--- src/rtl/imul_pkg.sv ---
// Shared types and constants for the variable-latency integer multiplier.
// Optional feature macro: IMUL_VAR_LAT_SIGNED_EN (signed operand support).
package imul_pkg;

  typedef enum logic [1:0] {
    IDLE = 2'd0,
    CALC = 2'd1,
    DONE = 2'd2
  } state_t;

  // Bit position of op_signed inside istream_msg for the default 32-bit build.
  localparam int IMUL_OP_SIGNED_BIT = 64;

  // Bit position of op_signed for any operand width: it sits above {a, b}.
  function automatic int op_signed_bit(input int nbits);
    return 2 * nbits;
  endfunction

endpackage

--- src/rtl/imul_ctz.sv ---
// Lowest-set-bit priority encoder (count trailing zeros); zero input gives 0.
module imul_ctz
  import imul_pkg::*;
#(
  parameter int p_nbits = 32
) (
  input  logic [p_nbits-1:0]         in_i,
  output logic [$clog2(p_nbits)-1:0] ctz_o
);

  localparam int CW = $clog2(p_nbits);

  // Scan from the top down so the last hit is the lowest set bit.
  always_comb begin
    ctz_o = '0;
    for (int i = p_nbits - 1; i >= 0; i--) begin
      if (in_i[i]) ctz_o = CW'(i);
    end
  end

endmodule

--- src/rtl/imul_var_lat_param.sv ---
// Variable-latency shift-add multiplier: one cycle per set bit of |b|.
// Optional feature macro: IMUL_VAR_LAT_SIGNED_EN (honour op_signed).
module imul_var_lat_param
  import imul_pkg::*;
#(
  parameter int p_nbits = 32
) (
  input  logic                   clk,
  input  logic                   reset,
  input  logic                   istream_val,
  output logic                   istream_rdy,
  input  logic [2*p_nbits:0]     istream_msg,
  output logic                   ostream_val,
  input  logic                   ostream_rdy,
  output logic [2*p_nbits-1:0]   ostream_msg
);

  localparam int CW    = $clog2(p_nbits);
  localparam int OPIDX = op_signed_bit(p_nbits);

  state_t state_q, state_d;

  logic                 loadEn;
  logic                 calcEn;
  logic [p_nbits-1:0]   aRaw, bRaw;
  logic [p_nbits-1:0]   aMag, bMag;
  logic                 signIn;
  logic [2*p_nbits-1:0] a_q, acc_q;
  logic [p_nbits-1:0]   b_q, bNext;
  logic                 bNextZero;
  logic [CW-1:0]        ctzB;

  assign aRaw = istream_msg[2*p_nbits-1:p_nbits];
  assign bRaw = istream_msg[p_nbits-1:0];

`ifdef IMUL_VAR_LAT_SIGNED_EN
  logic opSigned;
  logic sign_q;

  assign opSigned = istream_msg[OPIDX];
  // Negating the most negative value wraps to 2^(p_nbits-1), which is its true magnitude.
  assign aMag   = (opSigned && aRaw[p_nbits-1]) ? (~aRaw + p_nbits'(1)) : aRaw;
  assign bMag   = (opSigned && bRaw[p_nbits-1]) ? (~bRaw + p_nbits'(1)) : bRaw;
  assign signIn = opSigned & (aRaw[p_nbits-1] ^ bRaw[p_nbits-1]);
  assign ostream_msg = sign_q ? (~acc_q + (2*p_nbits)'(1)) : acc_q;
`else
  logic unused_op_signed;

  assign unused_op_signed = istream_msg[OPIDX];
  assign aMag        = aRaw;
  assign bMag        = bRaw;
  assign signIn      = 1'b0;
  assign ostream_msg = acc_q;
`endif

  imul_ctz #(.p_nbits(p_nbits)) u_ctz (
    .in_i  (b_q),
    .ctz_o (ctzB)
  );

  // Clearing the lowest set bit; CALC ends once nothing is left.
  assign bNext     = b_q & (b_q - p_nbits'(1));
  assign bNextZero = (bNext == '0);

  // Datapath: latch magnitudes on accept, then add one shifted copy of a per set bit of b.
  always_ff @(posedge clk) begin
    if (loadEn) begin
      a_q   <= {{p_nbits{1'b0}}, aMag};
      b_q   <= bMag;
      acc_q <= '0;
`ifdef IMUL_VAR_LAT_SIGNED_EN
      sign_q <= signIn;
`endif
    end else if (calcEn) begin
      if (b_q != '0) acc_q <= acc_q + (a_q << ctzB);
      b_q <= bNext;
    end
  end

  // Control state register; reset abandons any operation in flight.
  always_ff @(posedge clk) begin
    if (reset) state_q <= IDLE;
    else       state_q <= state_d;
  end

  // Next-state, handshakes and datapath enables.
  always_comb begin
    state_d     = state_q;
    loadEn      = 1'b0;
    calcEn      = 1'b0;
    istream_rdy = 1'b0;
    ostream_val = 1'b0;
    case (state_q)
      IDLE: begin
        istream_rdy = !reset;
        if (istream_val && !reset) begin
          loadEn  = 1'b1;
          state_d = CALC;
        end
      end
      CALC: begin
        calcEn = 1'b1;
        if (bNextZero) state_d = DONE;
      end
      DONE: begin
        ostream_val = !reset;
        if (ostream_rdy) state_d = IDLE;
      end
      default: state_d = IDLE;
    endcase
  end

endmodule

--- config.mk ---
export PLATFORM = sky130hd
export DESIGN_NAME = imul_var_lat_param
export DESIGN_NICKNAME = d
export VERILOG_FILES = /design/src/rtl/imul_pkg.sv /design/src/rtl/imul_ctz.sv /design/src/rtl/imul_var_lat_param.sv
export SDC_FILE = /design/constraint.sdc
export NUM_CORES = 1
export LEC_CHECK = 0
export CAP_MARGIN = 20
export CORE_MARGIN = 8
export CORE_UTILIZATION = 35
export DETAILED_ROUTE_END_ITERATION = 7
export MAX_ROUTING_LAYER = met4
export PLACE_DENSITY_LB_ADDON = 0.12
export SYNTH_ARGS = -nofsm -noshare
export SYNTH_HDL_FRONTEND = slang
export SYNTH_HIERARCHICAL = 1
export SYNTH_SLANG_ARGS = --single-unit
--- constraint.sdc ---
create_clock -name clk -period 5.3 [get_ports clk]
set_clock_uncertainty 0.05 [all_clocks]
set_input_delay 0.53 -clock clk [delete_from_list [all_inputs] [get_ports clk]]
set_output_delay 0.53 -clock clk [all_outputs]
set_load 0.02 [all_outputs]
Word level (Yosys, flattened, before mapping)
Index checks and enable logic that the tools add are counted.
- bits in registers: 130
- latch bits: 0
- bits in writable memories: 0
- memory bits (read-only): 0
- bits of input ports: 69
- output and inout port bits: 66
- memories kept: 0
- $add $sub $neg: 2
- multipliers: 0
- div/mod/pow operators: 0
- magnitude comparators: 0
- eq/ne operators: 5
- shifts and indexed selects: 1
- muxes and demuxes: 43
- bitwise logic cells: 1
- reductions and logical operators: 8
- operators by type and width (operator ; number):
    2-to-1 mux 5 bit ; 32
    adder 64 bit ; 1
    2-to-1 mux 32 bit ; 2
    << shifter 32 x 5 -> 64 bit ; 1
    AND 32 bit ; 1
    logical NOT 32 bit ; 1
    nonzero test 32 bit ; 1
    subtractor 32 x 1 -> 32 bit, second input constant ; 1
    2-to-1 mux 2 bit ; 3
    inequality test 2 bit, second input constant ; 3
    one-hot mux 2 bit (3 select lines) ; 1
    2-to-1 mux 1 bit ; 5
    AND reduction 3 bit ; 1
    == test 2 x 1 -> 1 bit, second input constant ; 1
    == test 2 bit, second input constant ; 1
    logical NOT 2 bit ; 1
    AND reduction 2 bit ; 1
    nonzero test 2 bit ; 1
    logical AND 1 bit ; 1
    logical NOT 1 bit ; 1

Logic depth before layout (Yosys ltp)
Gate-level depths: netlist (run 1).
- depth after elaboration: 34
- gate-level depth with buffers: 27
- depth with buffers taken out: 24

Hierarchy
The synthesis (run 1) kept the hierarchy.
- by module, submodules not included (module ; times used ; cells each ; area an instance (um^2) ; sequential area each (um^2)):
    imul_var_lat_param ; 1 ; 1262 ; 10497.6 ; 3243.1
    imul_ctz ; 1 ; 63 ; 365.4 ; 0.0

Worst setup path before layout (run 1)
No wires, ideal clock.
- kind: reg2reg
- start: register b_q[0]
- end: register acc_q[63] (netlist: ostream_msg[63])
- library setup time: 72 ps
- data arrival time: 5748 ps
- setup slack: -570 ps
- cell stages (with the launch flop): 23
- period minus slack after synthesis: 5870 ps
- path through: edfxtp_1 -> nor2_1 -> o31ai_1 -> or4_1 -> nor3_1 -> a21o_1 -> clkbuf_1 -> buf_1 -> clkbuf_1 -> mux4_2 -> mux2i_1 -> mux2_2 -> o22ai_1 -> ha_1 -> clkbuf_1 -> nand4_1 -> a2111oi_0 -> o31ai_1 -> o31ai_1 -> a221oi_1 -> o41ai_1 -> a41o_1 -> mux2i_1
- word-level cells in the longest chain between the ends: 3
- elaborated cells on any way between the ends: 5
- ends and longest elaborated chain (what ; line ; RTL):
    start, declared ; imul_var_lat_param.sv:29 ; logic [p_nbits-1:0] b_q, bNext;
    start signal, assigned ; imul_var_lat_param.sv:69 ; b_q <= bMag;
    start signal, assigned ; imul_var_lat_param.sv:76 ; b_q <= bNext;
    2-to-1 mux 5 bit ; imul_ctz.sv:17 ; if (in_i[i]) ctz_o = CW'(i);
    named net ctzB[1] ; imul_var_lat_param.sv:31 ; logic [CW-1:0] ctzB;
    << shifter 32 x 5 -> 64 bit ; imul_var_lat_param.sv:75 ; if (b_q != '0) acc_q <= acc_q + (a_q << ctzB);
    adder 64 bit ; imul_var_lat_param.sv:75 ;
    end signal, assigned ; imul_var_lat_param.sv:75 ;
    end, declared ; imul_var_lat_param.sv:28 ; logic [2*p_nbits-1:0] a_q, acc_q;
The timed path passes the listed nets, and every way through them passes these cells.
A chain may end at the register's enable or synchronous reset.

Worst setup path in the final report (run 1)
- start: register b_q[9]
- end: register acc_q[61] (netlist: ostream_msg[61])
- word-level cells in the longest chain between the ends: 12
- elaborated cells on any way between the ends: 14
- ends and longest elaborated chain (what ; line):
    2-to-1 mux 5 bit (10 in a row) ; imul_ctz.sv:17
    named net ctzB[0] ; imul_var_lat_param.sv:31
    << shifter 32 x 5 -> 64 bit ; imul_var_lat_param.sv:75
    adder 64 bit ; imul_var_lat_param.sv:75
The timed path passes the listed nets, and every way through them passes these cells.

==> results.yml, run 1 <==
sta:
  finalCritPeriodShare_pct: 103.9
  setup_viol: 14
  hold_violations: 0
  fmax_ghz: 0.1815
  fin_ws_ns: -0.2088
  relSlewSlack_pct: 40.39
  rsz0062_at_grt: "true"
  min_period_ns: 5.509
  finalSetupTns_ns: -1.273
  drv_slew: 0
  worstMarginPinSlew_ns: 0.8942
critical_path:
  slowest_stage: "edfxtp_1"
  slowest_delay_ns: 0.47
  critPathRequiredTime_ns: 5.56
  crit_path_max_fanout: 10
  start_kind: "flop"
  arrival_ns: 5.77
  path_common_cell: "buf_4"
  endpoint_kind: "flop"
  worstSetupPathType: "reg2reg"
  ff2ff_path_depth: 27
  path_buf_inv: 8
  cp_top_family: "compound AO/OA/AOI/OAI gates"
  cp_num_cells: 27
clock_network:
  clock_sinks: 130
  insertion_delay_ns: 0.45
  clock_path_buffers: 2
  h-tree-depth: 4
  clkTransAtPathRegs_ns: 0.07
  cts_made_buffers: 17
  cts_tree: "built"
  ctsRootBufferMaster: "clkbuf_16"
place:
  dp_hpwl_mm: 30.76
  gp_congestion: 0.9246
  placedInstanceArea_um2: 14900
  place_inst: 2089
  numPortBuffers: 133
synth:
  synth-seq-cells: 130
  seq_area_frac_synth_pct: 29.85
  synth_area_leaders: "edfxtp_1, dfxtp_1, ha_1"
  yosysWarnings: 6
  synth_edf_count: 64
  synthArstFlopShare_pct: 0
  synthDistinctLibCells: 70
  synth_ff_type: "dfxtp_1"
  syn_inst: 1325
  synthesis.nets: 1458
  synth_top_area_cell: "edfxtp_1"
  synth_top_cell_area_share_pct: 17.69
  syn_area_um2: 10860
  postSynthAreaPerCell_um2: 8.198
floorplanning:
  die_area_um2: 36930
  core_area_um2: 30590
  io_pins: 135
  rows: 64
  die_x_um: 192.2
  die_h_um: 192.2
  floorplan.initialDensity_pct: 35.51
detailed_routing:
  avgRoutedWirePerCell_um: 19.11
  viasPerCell: 5.375
  vias: 11895
  drtIter0Drc: 644
  dr.pass1.iters: 5
  routedLengthMet1_mm: 19.01
  wirelength_mm: 42.30
  drc: 0
  wl_met3_mm: 1.784
  dr_wl_met2_mm: 20.47
  ant_nets: 0
  top_layer: "met4"
finish:
  syn_to_final_growth_pct: 66.32
  layout-drive-gt1-share_pct: 40.50
  nets: 1936
  instances_no_fill: 2213
  fin_area_um2: 18070
global_routing:
  antenna_found_initial: 2
  grt_pass1_vias: 11560
  grt_first_pass_wirelength_mm: 63.10
  grt_use_total_pct: 22.33
  grt_max_degree: 78
  grt-ovfl-total: 0
pwr:
  vdd_drop_max_uv: 333.9
  power_density_nw_per_um2: 462.3
  p_total_mw: 8.352
  leakage_nw: 7.164
outcome:
  status: "complete, but fails checks"
  failed_checks: "negative setup slack"
hold_path:
  holdPathStages: 2
  hold_path_class: "reg2reg"
flow_run:
  drv_cap: 0
[cells in the mapped netlist, drive strengths merged, types with 14 or more instances]
library cell / count
mux2: 23
nor2: 122
ha: 63
clkbuf: 62
dfxtp: 66
inv: 23
nand2: 182
xnor2: 34
buf: 22
nand4: 20
a21o: 28
mux2i: 52
edfxtp: 64
a21oi: 126
nand3: 39
o31ai: 14
o22ai: 18
xor2: 20
o21ai: 95
mux4: 22
nor3: 26
o21bai: 17
a31oi: 15
[tightest hold or removal path, cell delays in order (launching register included)]
cell     delay (ns)
dfxtp_1        0.33
nand2_1        0.06
a21oi_1        0.05
[registers in the layout, indices dropped and copies added (netlist names)]
name	flops
state_q	2
b_q	32
ostream_msg	64
a_q	32
[layout by cell type (no fill, tap or decap), types with 36 or more instances in the layout]
master,count
o21ai_0,61
clkdlybuf4s50_1,133
buf_4,370
edfxtp_1,64
nand2_1,174
nand3_1,38
dfxtp_1,66
nor2_1,102
ha_1,36
a21oi_1,83
[metrics by stage]
| step | hold WS [ns] | utilization, % | worst slack (ns) |
|---|---|---|---|
| after floorplan | 0.4854 | - | 0.04799 |
| after global placement | 0.4162 | 48.70 | -0.7571 |
| after detailed placement | 0.4257 | 48.70 | -0.7924 |
| after CTS | 0.4342 | 54.73 | -0.1427 |
| after global routing | 0.4639 | 59.06 | -0.4206 |
| final | 0.4279 | 59.06 | -0.2088 |
[timing repair]
item,in CTS,in global routing
gates cloned,2,0
resized for setup,190,194
setup buffers,40,60
setup endpoints to repair,40,42
pin swaps,63,93
hold buffers,0,0
[where the power goes]
part | leakage [nW] | switching, mW | total (mW) | internal (mW)
Combinational | 5.73 | 2.66 | 5.57 | 2.91
Clock | 0.275 | 0.516 | 1.25 | 0.735
Sequential | 1.15 | 0.255 | 1.53 | 1.27
Total | 7.16 | 3.44 | 8.35 | 4.92
[cell families (layout without fill, tap and decap cells)]
kind of cell	Yosys count	in the layout	share of synthesized area, %
buf+inv	108	598	3.870
fa+ha+maj	68	68	7.809
flops	130	130	29.85
other cells	0	2	0
simple gates	478	478	20.26
compound gates	390	390	22.11
mux	97	97	11.74
xor+xnor	54	54	4.354
[metal layers]
layer,vias up,GRT usage [%]
li1,5905,-
met1,5668,28.33
met2,265,35.78
met3,57,3.776
met4,0,7.286
met5,-,-
[area by class of cell]
type | count | area, um^2
flip-flops and latches | 130 | 3243
diodes | 2 | 5.005
inverters | 24 | 92.59
clock buffers | 17 | 425.4
well taps | 396 | 495.5
repair buffers | 543 | 4674
fillers | 2740 | 12520
clock inverters | 14 | 162.7
multi-input cells | 1087 | 8969
[worst paths after layout]
check / startpoint / to / slack (ns)
hold / removal: ostream_msg[49] / ostream_msg[49] / 0.43
hold reg to reg: ostream_msg[49] / ostream_msg[49] / 0.43
setup reg to reg: b_q[9] / ostream_msg[61] / -0.21
setup / recovery: b_q[9] / ostream_msg[61] / -0.21
Note: power is estimated with default switching activity, not from simulation.
==> run 2: changes to the inputs <==
--- a/config.mk
+++ b/config.mk
@@ -8,6 +8,7 @@
 export CAP_MARGIN = 20
 export CORE_MARGIN = 8
 export CORE_UTILIZATION = 35
+export CTS_BUF_LIST = sky130_fd_sc_hd__clkbuf_4
 export DETAILED_ROUTE_END_ITERATION = 7
 export MAX_ROUTING_LAYER = met4
 export PLACE_DENSITY_LB_ADDON = 0.12
==> results.yml, run 2 (same netlist as run 1, synthesis figures left out) <==
detailed_routing:
  drtIter0Drc: 745
  ant_nets: 0
  vias: 11911
  viasPerCell: 5.402
  wirelength_mm: 41.75
  dr.pass1.iters: 5
  avgRoutedWirePerCell_um: 18.93
  drc: 0
floorplanning:
  io_pins: 135
  die_area_um2: 36930
  rows: 64
  die_h_um: 192.2
  core_area_um2: 30590
  floorplan.initialDensity_pct: 35.51
  die_x_um: 192.2
finish:
  post-route-util_pct: 57.39
  instances_no_fill: 2205
  syn_to_final_growth_pct: 61.60
  final_common_cell: "buf_4"
  fin_area_um2: 17550
  largest_reg_flops: 64
  mostFrequentLayoutCells: "buf_4, nand2_1, clkdlybuf4s50_1"
  layout-drive-gt1-share_pct: 39.38
  nets: 1929
global_routing:
  grt-ovfl-total: 0
  grt_first_pass_wirelength_mm: 61.63
  grt_pass1_vias: 11342
  grt_max_degree: 78
  antenna_found_initial: 1
  grt_use_total_pct: 21.77
pwr:
  comb_power_share_pct: 70.3
  leakage_nw: 6.978
  power.switching_mw: 3.284
  power_density_nw_per_um2: 438.3
  p_total_mw: 7.694
  intPower_mw: 4.410
  pwr-share-clk_pct: 10.0
  vdd_drop_max_uv: 299.5
  p_seq_share_pct: 19.7
  switching_share_pct: 42.69
sta:
  relSlewSlack_pct: 42.76
  min_period_ns: 5.467
  rsz0062_at_grt: "true"
  finalCritPeriodShare_pct: 103.2
  fin_ws_ns: -0.1671
  worstMarginPinSlew_ns: 0.8585
  drv_slew: 0
  hold_violations: 0
  setup_viol: 18
  fmax_ghz: 0.1829
clock_network:
  clkTransAtPathRegs_ns: 0.15
  clock_path_buffers: 2
  clock_sinks: 130
  cts_hold_buffers: 0
  ctsRootBufferMaster: "clkbuf_4"
  cts_made_buffers: 17
  h-tree-depth: 4
  insertion_delay_ns: 0.59
  cts_tree: "built"
place:
  post-place-ws_ns: -0.7924
  gp_congestion: 0.9246
  numPortBuffers: 133
  dp_hpwl_mm: 30.76
  place_inst: 2089
  placedInstanceArea_um2: 14900
critical_path:
  path_common_cell: "buf_4"
  start_kind: "flop"
  critPathRequiredTime_ns: 5.78
  worstSetupPathType: "reg2reg"
  slowest_delay_ns: 0.42
  slowest_stage: "edfxtp_1"
  arrival_ns: 5.95
  crit_path_max_fanout: 11
  endpoint_kind: "flop"
hold_path:
  hold_path_class: "in2reg"
flow_run:
  drv_cap: 0
outcome:
  status: "complete, but fails checks"
  failed_checks: "negative setup slack"
==> run 2: cell count changes in the layout (fill, tap and decap cells not counted), sizes merged <==
cell	delta
buf	-9
clkbuf	+2
diode	-1
==> run 2: final cells by class <==
cell class | instances | area [um^2]
fill | 2790 | 13040
inverter | 24 | 92.59
antenna | 1 | 2.502
clock buffer | 17 | 127.6
multi-input combinational | 1087 | 8758
tap | 396 | 495.5
timing repair buffer | 536 | 4672
sequential | 130 | 3243
clock inverter | 14 | 162.7
==> run 2: power by group through the flow <==
stage	registers, mW	logic (mW)	clock network, mW
floorplan	1.63	2.00	0
global placement	1.51	4.14	0
detailed placement	1.51	4.14	0
CTS	1.49	4.51	0.796
global route	1.54	5.79	0.829
finish	1.52	5.41	0.772
==> run 2: what timing repair did <==
item | in CTS | in global routing
gates resized for setup | 114 | 243
buffers inserted | 19 | 65
setup endpoints to repair | 40 | 42
gates cloned | 3 | 2
pin swaps | 15 | 72
==> run 2: worst paths after layout <==
check               endpoint  cells past startpoint  slack, ns             from
max          ostream_msg[54]                     32      -0.17          b_q[30]
max reg2reg  ostream_msg[54]                     32      -0.17          b_q[30]
min                  a_q[26]                      1       0.44  istream_msg[58]
min reg2reg  ostream_msg[49]                      2       0.44  ostream_msg[49]
==> run 2: per-layer routing <==
metal | wire [um] | up-vias | track usage [%]
met1 | 19130 | 5699 | 28.22
met5 | 0 | - | -
met3 | 1680 | 51 | 3.086
met4 | 1059 | 0 | 6.816
met2 | 19870 | 281 | 34.72
li1 | - | 5880 | -
==> run 2: stage by stage <==
stage | setup TNS, ns | hold slack [ns]
after floorplan | 0 | 0.4854
after global routing | -6.518 | 0.3962
after CTS | -1.768 | 0.3903
after global placement | -11.80 | 0.4162
final | -1.512 | 0.4372
after detailed placement | -11.12 | 0.4257
==> run 2: critical path: cells and delay by family, from the launching register on <==
family / cells / cell delay (ns)
xor+xnor: 1 / 0.10
buf+inv: 11 / 1.53
compound gates: 11 / 1.84
fa+ha+maj: 1 / 0.25
simple gates: 5 / 0.57
flops: 1 / 0.42
mux: 3 / 0.63
==> RTL edit 1: new RTL, flow settings as in run 1 <==
Reset style: asynchronous (`reset`), changed in one clocked block.
--- a/src/rtl/imul_var_lat_param.sv
+++ b/src/rtl/imul_var_lat_param.sv
@@ -78,7 +78,7 @@
   end
 
   // Control state register; reset abandons any operation in flight.
-  always_ff @(posedge clk) begin
+  always_ff @(posedge clk or posedge reset) begin
     if (reset) state_q <= IDLE;
     else       state_q <= state_d;
   end
Formal check against the unedited RTL: not equivalent (a bounded check fails within 4 cycles, from zero or initial values and one cycle with reset high; the reset may be asserted at any time).
==> RTL edit 1 against run 1 <==
- the flow still finishes with violations (negative setup slack)
- maximum frequency decreased by 1.2%
- non-clock buffer count decreased by 28
- highest routed layer unchanged
- worst setup slack got worse by 0.065 ns
- routed wire length decreased by 1.7%
- area after synthesis increased by 1.0%
- cell area decreased by 1.8%
- critical path depth unchanged
- via count increased by 1.0%
- sequential cell count unchanged
Power is not shown: default switching activity piles up to over one toggle a cycle in this logic, so the estimate is an artifact.
==> RTL edit 1: results (changes against run 1) <==
\begin{tabular}{lr}
\hline
Metric & Value \\
\hline
\multicolumn{2}{l}{\textbf{Place}} \\
\quad Pre-CTS setup slack & -0.683 ns (+0.109 ns) \\
\quad Total placed cells including tap cells & 2136 (+2.2\%) \\
\quad Routability congestion estimate from global placement & 0.937 (+1.3\%) \\
\multicolumn{2}{l}{\textbf{STA}} \\
\quad Final WS setup & -0.273 ns (-0.0646 ns) \\
\quad Number of setup violations in the final report & 19 (+5) \\
\quad Setup Total Neg Slack & -3.25 ns (-1.98 ns) \\
\multicolumn{2}{l}{\textbf{Synthesis}} \\
\quad Xor and xnor area share after synthesis & 3.83\% (-0.52 points) \\
\quad Prevailing post-synth register cell & sky130\_fd\_sc\_hd\_\_edfxtp\_1 \\
\quad Post-synthesis adder-cell area fraction & 7.73\% (-0.079 points) \\
\quad Post-synthesis compound-gate area fraction & 22.2\% (+0.13 points) \\
\quad Register area share after synthesis & 29.6\% (-0.21 points) \\
\multicolumn{2}{l}{\textbf{Global route}} \\
\quad Number of antenna violations at the first check in global routing & 0 (-2) \\
\quad Met2 Usage GRT & 36.5\% (+0.67 points) \\
\quad GRT Total Usage & 22.7\% (+0.36 points) \\
\quad Wire length of the first global-routing pass & 64500 microns (+2.2\%) \\
\quad Number of global-route vias before repair & 11900 (+3.3\%) \\
\quad Global-route track usage on met3 & 2.95\% (-0.83 points) \\
\multicolumn{2}{l}{\textbf{Final layout}} \\
\quad Fraction of layout cells with a size suffix above 1 & 38.7\% (-1.8 points) \\
\quad N\_diodes & 0 (-2) \\
\multicolumn{2}{l}{\textbf{Worst setup path}} \\
\quad Largest driver fanout on the critical path & 8 (-2) \\
\quad CP max stage cell & sky130\_fd\_sc\_hd\_\_or4\_1 \\
\multicolumn{2}{l}{\textbf{Run status}} \\
\quad Result of the run & finished with violations \\
\quad Violations in the final reports & negative setup slack \\
\multicolumn{2}{l}{\textbf{Clocking}} \\
\quad Post-CTS setup buffer count & 30 (-25\%) \\
\multicolumn{2}{l}{\textbf{Routing}} \\
\quad Met3 wire length & 1600 microns (-10\%) \\
\hline
\end{tabular}
==> RTL edit 1: changes by cell type after synthesis, moves of 5 or more <==
cell	before	now
sky130_fd_sc_hd__a21o_1	28	41
sky130_fd_sc_hd__a21oi_1	126	145
sky130_fd_sc_hd__a41oi_1	6	1
sky130_fd_sc_hd__clkbuf_1	62	53
sky130_fd_sc_hd__nand2_1	182	225
sky130_fd_sc_hd__nor2_1	122	107
sky130_fd_sc_hd__nor3_1	26	19
sky130_fd_sc_hd__nor3b_1	2	7
sky130_fd_sc_hd__o21a_1	12	4
sky130_fd_sc_hd__o21bai_1	16	8
sky130_fd_sc_hd__o31ai_1	14	9
==> RTL edit 1: final cells by class <==
class,count,area [sq um],area share [%]
Multi-Input combinational cell,1115,8860,49.9
Timing Repair Buffer,515,4410,24.9
Sequential cell,130,3250,18.3
Tap cell,402,503,2.83
Clock buffer,17,425,2.40
Clock inverter,15,198,1.11
Inverter,24,96.3,0.543
==> RTL edit 2: new RTL, settings of run 1 <==
Without the edit above. `p_nbits` is set to 32 in 2 places; all go to 64.
--- a/src/rtl/imul_ctz.sv
+++ b/src/rtl/imul_ctz.sv
@@ -2,7 +2,7 @@
 module imul_ctz
   import imul_pkg::*;
 #(
-  parameter int p_nbits = 32
+  parameter int p_nbits = 64
 ) (
   input  logic [p_nbits-1:0]         in_i,
   output logic [$clog2(p_nbits)-1:0] ctz_o
--- a/src/rtl/imul_var_lat_param.sv
+++ b/src/rtl/imul_var_lat_param.sv
@@ -3,7 +3,7 @@
 module imul_var_lat_param
   import imul_pkg::*;
 #(
-  parameter int p_nbits = 32
+  parameter int p_nbits = 64
 ) (
   input  logic                   clk,
   input  logic                   reset,
Ports: changed (resized istream_msg and ostream_msg); port bits go from 135 to 263. No check against the original RTL was run, so the function may have changed too.
==> RTL edit 2 against run 1 <==
- total power rose by 110%
- worst setup slack got worse by 1.3 ns
- cell area is 120% higher
- sequential share of layout area down 2.0 points
- combinational power is 120% higher
- routed wire length grew to 2.7 times the old value
- sequential cell count up 128
- maximum frequency is 19% lower
- area after synthesis grew 120%
- the run still ends with negative setup slack left
- highest routed layer unchanged
- sequential power increased by 90%
==> RTL edit 2: results (changes against run 1) <==
\begin{tabular}{lr}
\hline
Metric & Value \\
\hline
\multicolumn{2}{l}{\textbf{Final layout}} \\
\quad Non-clock inverters & 78 (+230\%) \\
\quad Bufs w/o clock & 1410 (+160\%) \\
\quad Data buffer area share & 29.4\% (+3.5 points) \\
\quad Fill cells & 6006 (+120\%) \\
\quad Net count of the finished layout & 4645 (+140\%) \\
\quad Fraction of area in clock buffers and inverters & 2.89\% (-0.37 points) \\
\quad N\_diodes & 1 (-1) \\
\quad Fraction of layout cells with a size suffix above 1 & 40.4\% (-0.13 points) \\
\multicolumn{2}{l}{\textbf{STA}} \\
\quad Number of setup violations in the final report & 111 (+97) \\
\quad Final WS setup & -1.49 ns (-1.28 ns) \\
\quad Setup Total Neg Slack & -99.73 ns (-98.46 ns) \\
\multicolumn{2}{l}{\textbf{Run status}} \\
\quad Result of the run & finished with violations \\
\quad Violations in the final reports & negative setup slack \\
\multicolumn{2}{l}{\textbf{Place}} \\
\quad Total placed cells including tap cells & 5097 (+140\%) \\
\quad Pre-CTS setup slack & -1.88 ns (-1.09 ns) \\
\multicolumn{2}{l}{\textbf{Power}} \\
\quad Relative contribution of combinational cells to total power & 69.8\% (+3.1 points) \\
\multicolumn{2}{l}{\textbf{Global route}} \\
\quad Global-route track usage on met3 & 2.77\% (-1.0 points) \\
\quad Number of antenna violations at the first check in global routing & 3 (+1) \\
\quad Number of global-route vias before repair & 29100 (+150\%) \\
\multicolumn{2}{l}{\textbf{Clocking}} \\
\quad CTS buffer count & 35 (+18) \\
\quad Post-CTS setup buffer count & 43 (+7.5\%) \\
\quad Clk Latency, worst-skew pair & 0.57 ns (+0.12 ns) \\
\multicolumn{2}{l}{\textbf{Synthesis}} \\
\quad Cell types with the highest counts after synthesis & sky130\_fd\_sc\_hd\_\_nand2\_1 (585), sky130\_fd\_sc\_hd\_\_a21oi\_1 (355), sky130\_fd\_sc\_hd\_\_nor2\_1 (281), sky130\_fd\_sc\_hd\_\_o21ai\_0 (218), sky130\_fd\_sc\_hd\_\_clkbuf\_1 (164) \\
\quad Count of flip-flops with a built-in enable after synthesis & 128 (+100\%) \\
\quad Ranking of synthesized cells by area & sky130\_fd\_sc\_hd\_\_edfxtp\_1 (16\%), sky130\_fd\_sc\_hd\_\_dfxtp\_1 (11\%), sky130\_fd\_sc\_hd\_\_nand2\_1 (9.2\%), sky130\_fd\_sc\_hd\_\_a21oi\_1 (7.5\%), sky130\_fd\_sc\_hd\_\_ha\_1 (6.7\%) \\
\multicolumn{2}{l}{\textbf{Worst setup path}} \\
\quad CP max stage cell & sky130\_fd\_sc\_hd\_\_mux4\_2 \\
\hline
\end{tabular}
[RTL edit 2: cell types whose count changed after synthesis, moves of 53 or more]
cell	change
sky130_fd_sc_hd__nand2_1	+403
sky130_fd_sc_hd__a21oi_1	+229
sky130_fd_sc_hd__nor2_1	+159
sky130_fd_sc_hd__o21ai_0	+124
sky130_fd_sc_hd__clkbuf_1	+102
sky130_fd_sc_hd__dfxtp_1	+64
sky130_fd_sc_hd__edfxtp_1	+64
sky130_fd_sc_hd__ha_1	+64
sky130_fd_sc_hd__nand4_1	+60
sky130_fd_sc_hd__inv_1	+53
[RTL edit 2: routing by layer]
metal	vias to the layer above	routed length [microns]	share of wire, %
li1	14000	-	-
met1	13900	47600	42
met2	880	55800	49
met3	239	4860	4.3
met4	0	4970	4.4
met5	-	0	0
[RTL edit 2: cells by family (layout without fill, tap and decap cells)]
kind of cell	count (synthesis)	in the layout	share of synthesized area, %
AND/OR/NAND/NOR	1259	1259	23.7
flip-flops	258	258	27.1
buffers and inverters	283	1551	4.94
other	0	1	0
adder cells (fa/ha/maj)	135	135	7.05
XOR/XNOR	114	114	4.19
multiplexers	155	155	9.23
AO/OA/AOI/OAI	938	938	23.8
[RTL edit 2: worst paths after layout]
check / to / slack [ns] / cells after the start
worst max-delay path: ostream_msg[124]$_SDFFE_PP0P_ / -1.49 / 32
worst min-delay path: ostream_msg[127]$_SDFFE_PP0P_ / 0.43 / 1
worst max register to register: ostream_msg[124]$_SDFFE_PP0P_ / -1.49 / 32
worst min register to register: ostream_msg[127]$_SDFFE_PP0P_ / 0.43 / 1
[RTL edit 2: metrics by stage]
step / instance area [sq um] / hold slack, ns
finish: 40500 / 0.430
global route: 40500 / 0.448
CTS: 37600 / 0.431
detailed placement: 35000 / 0.418
global placement: 35000 / 0.418
floorplan: 24400 / 0.466
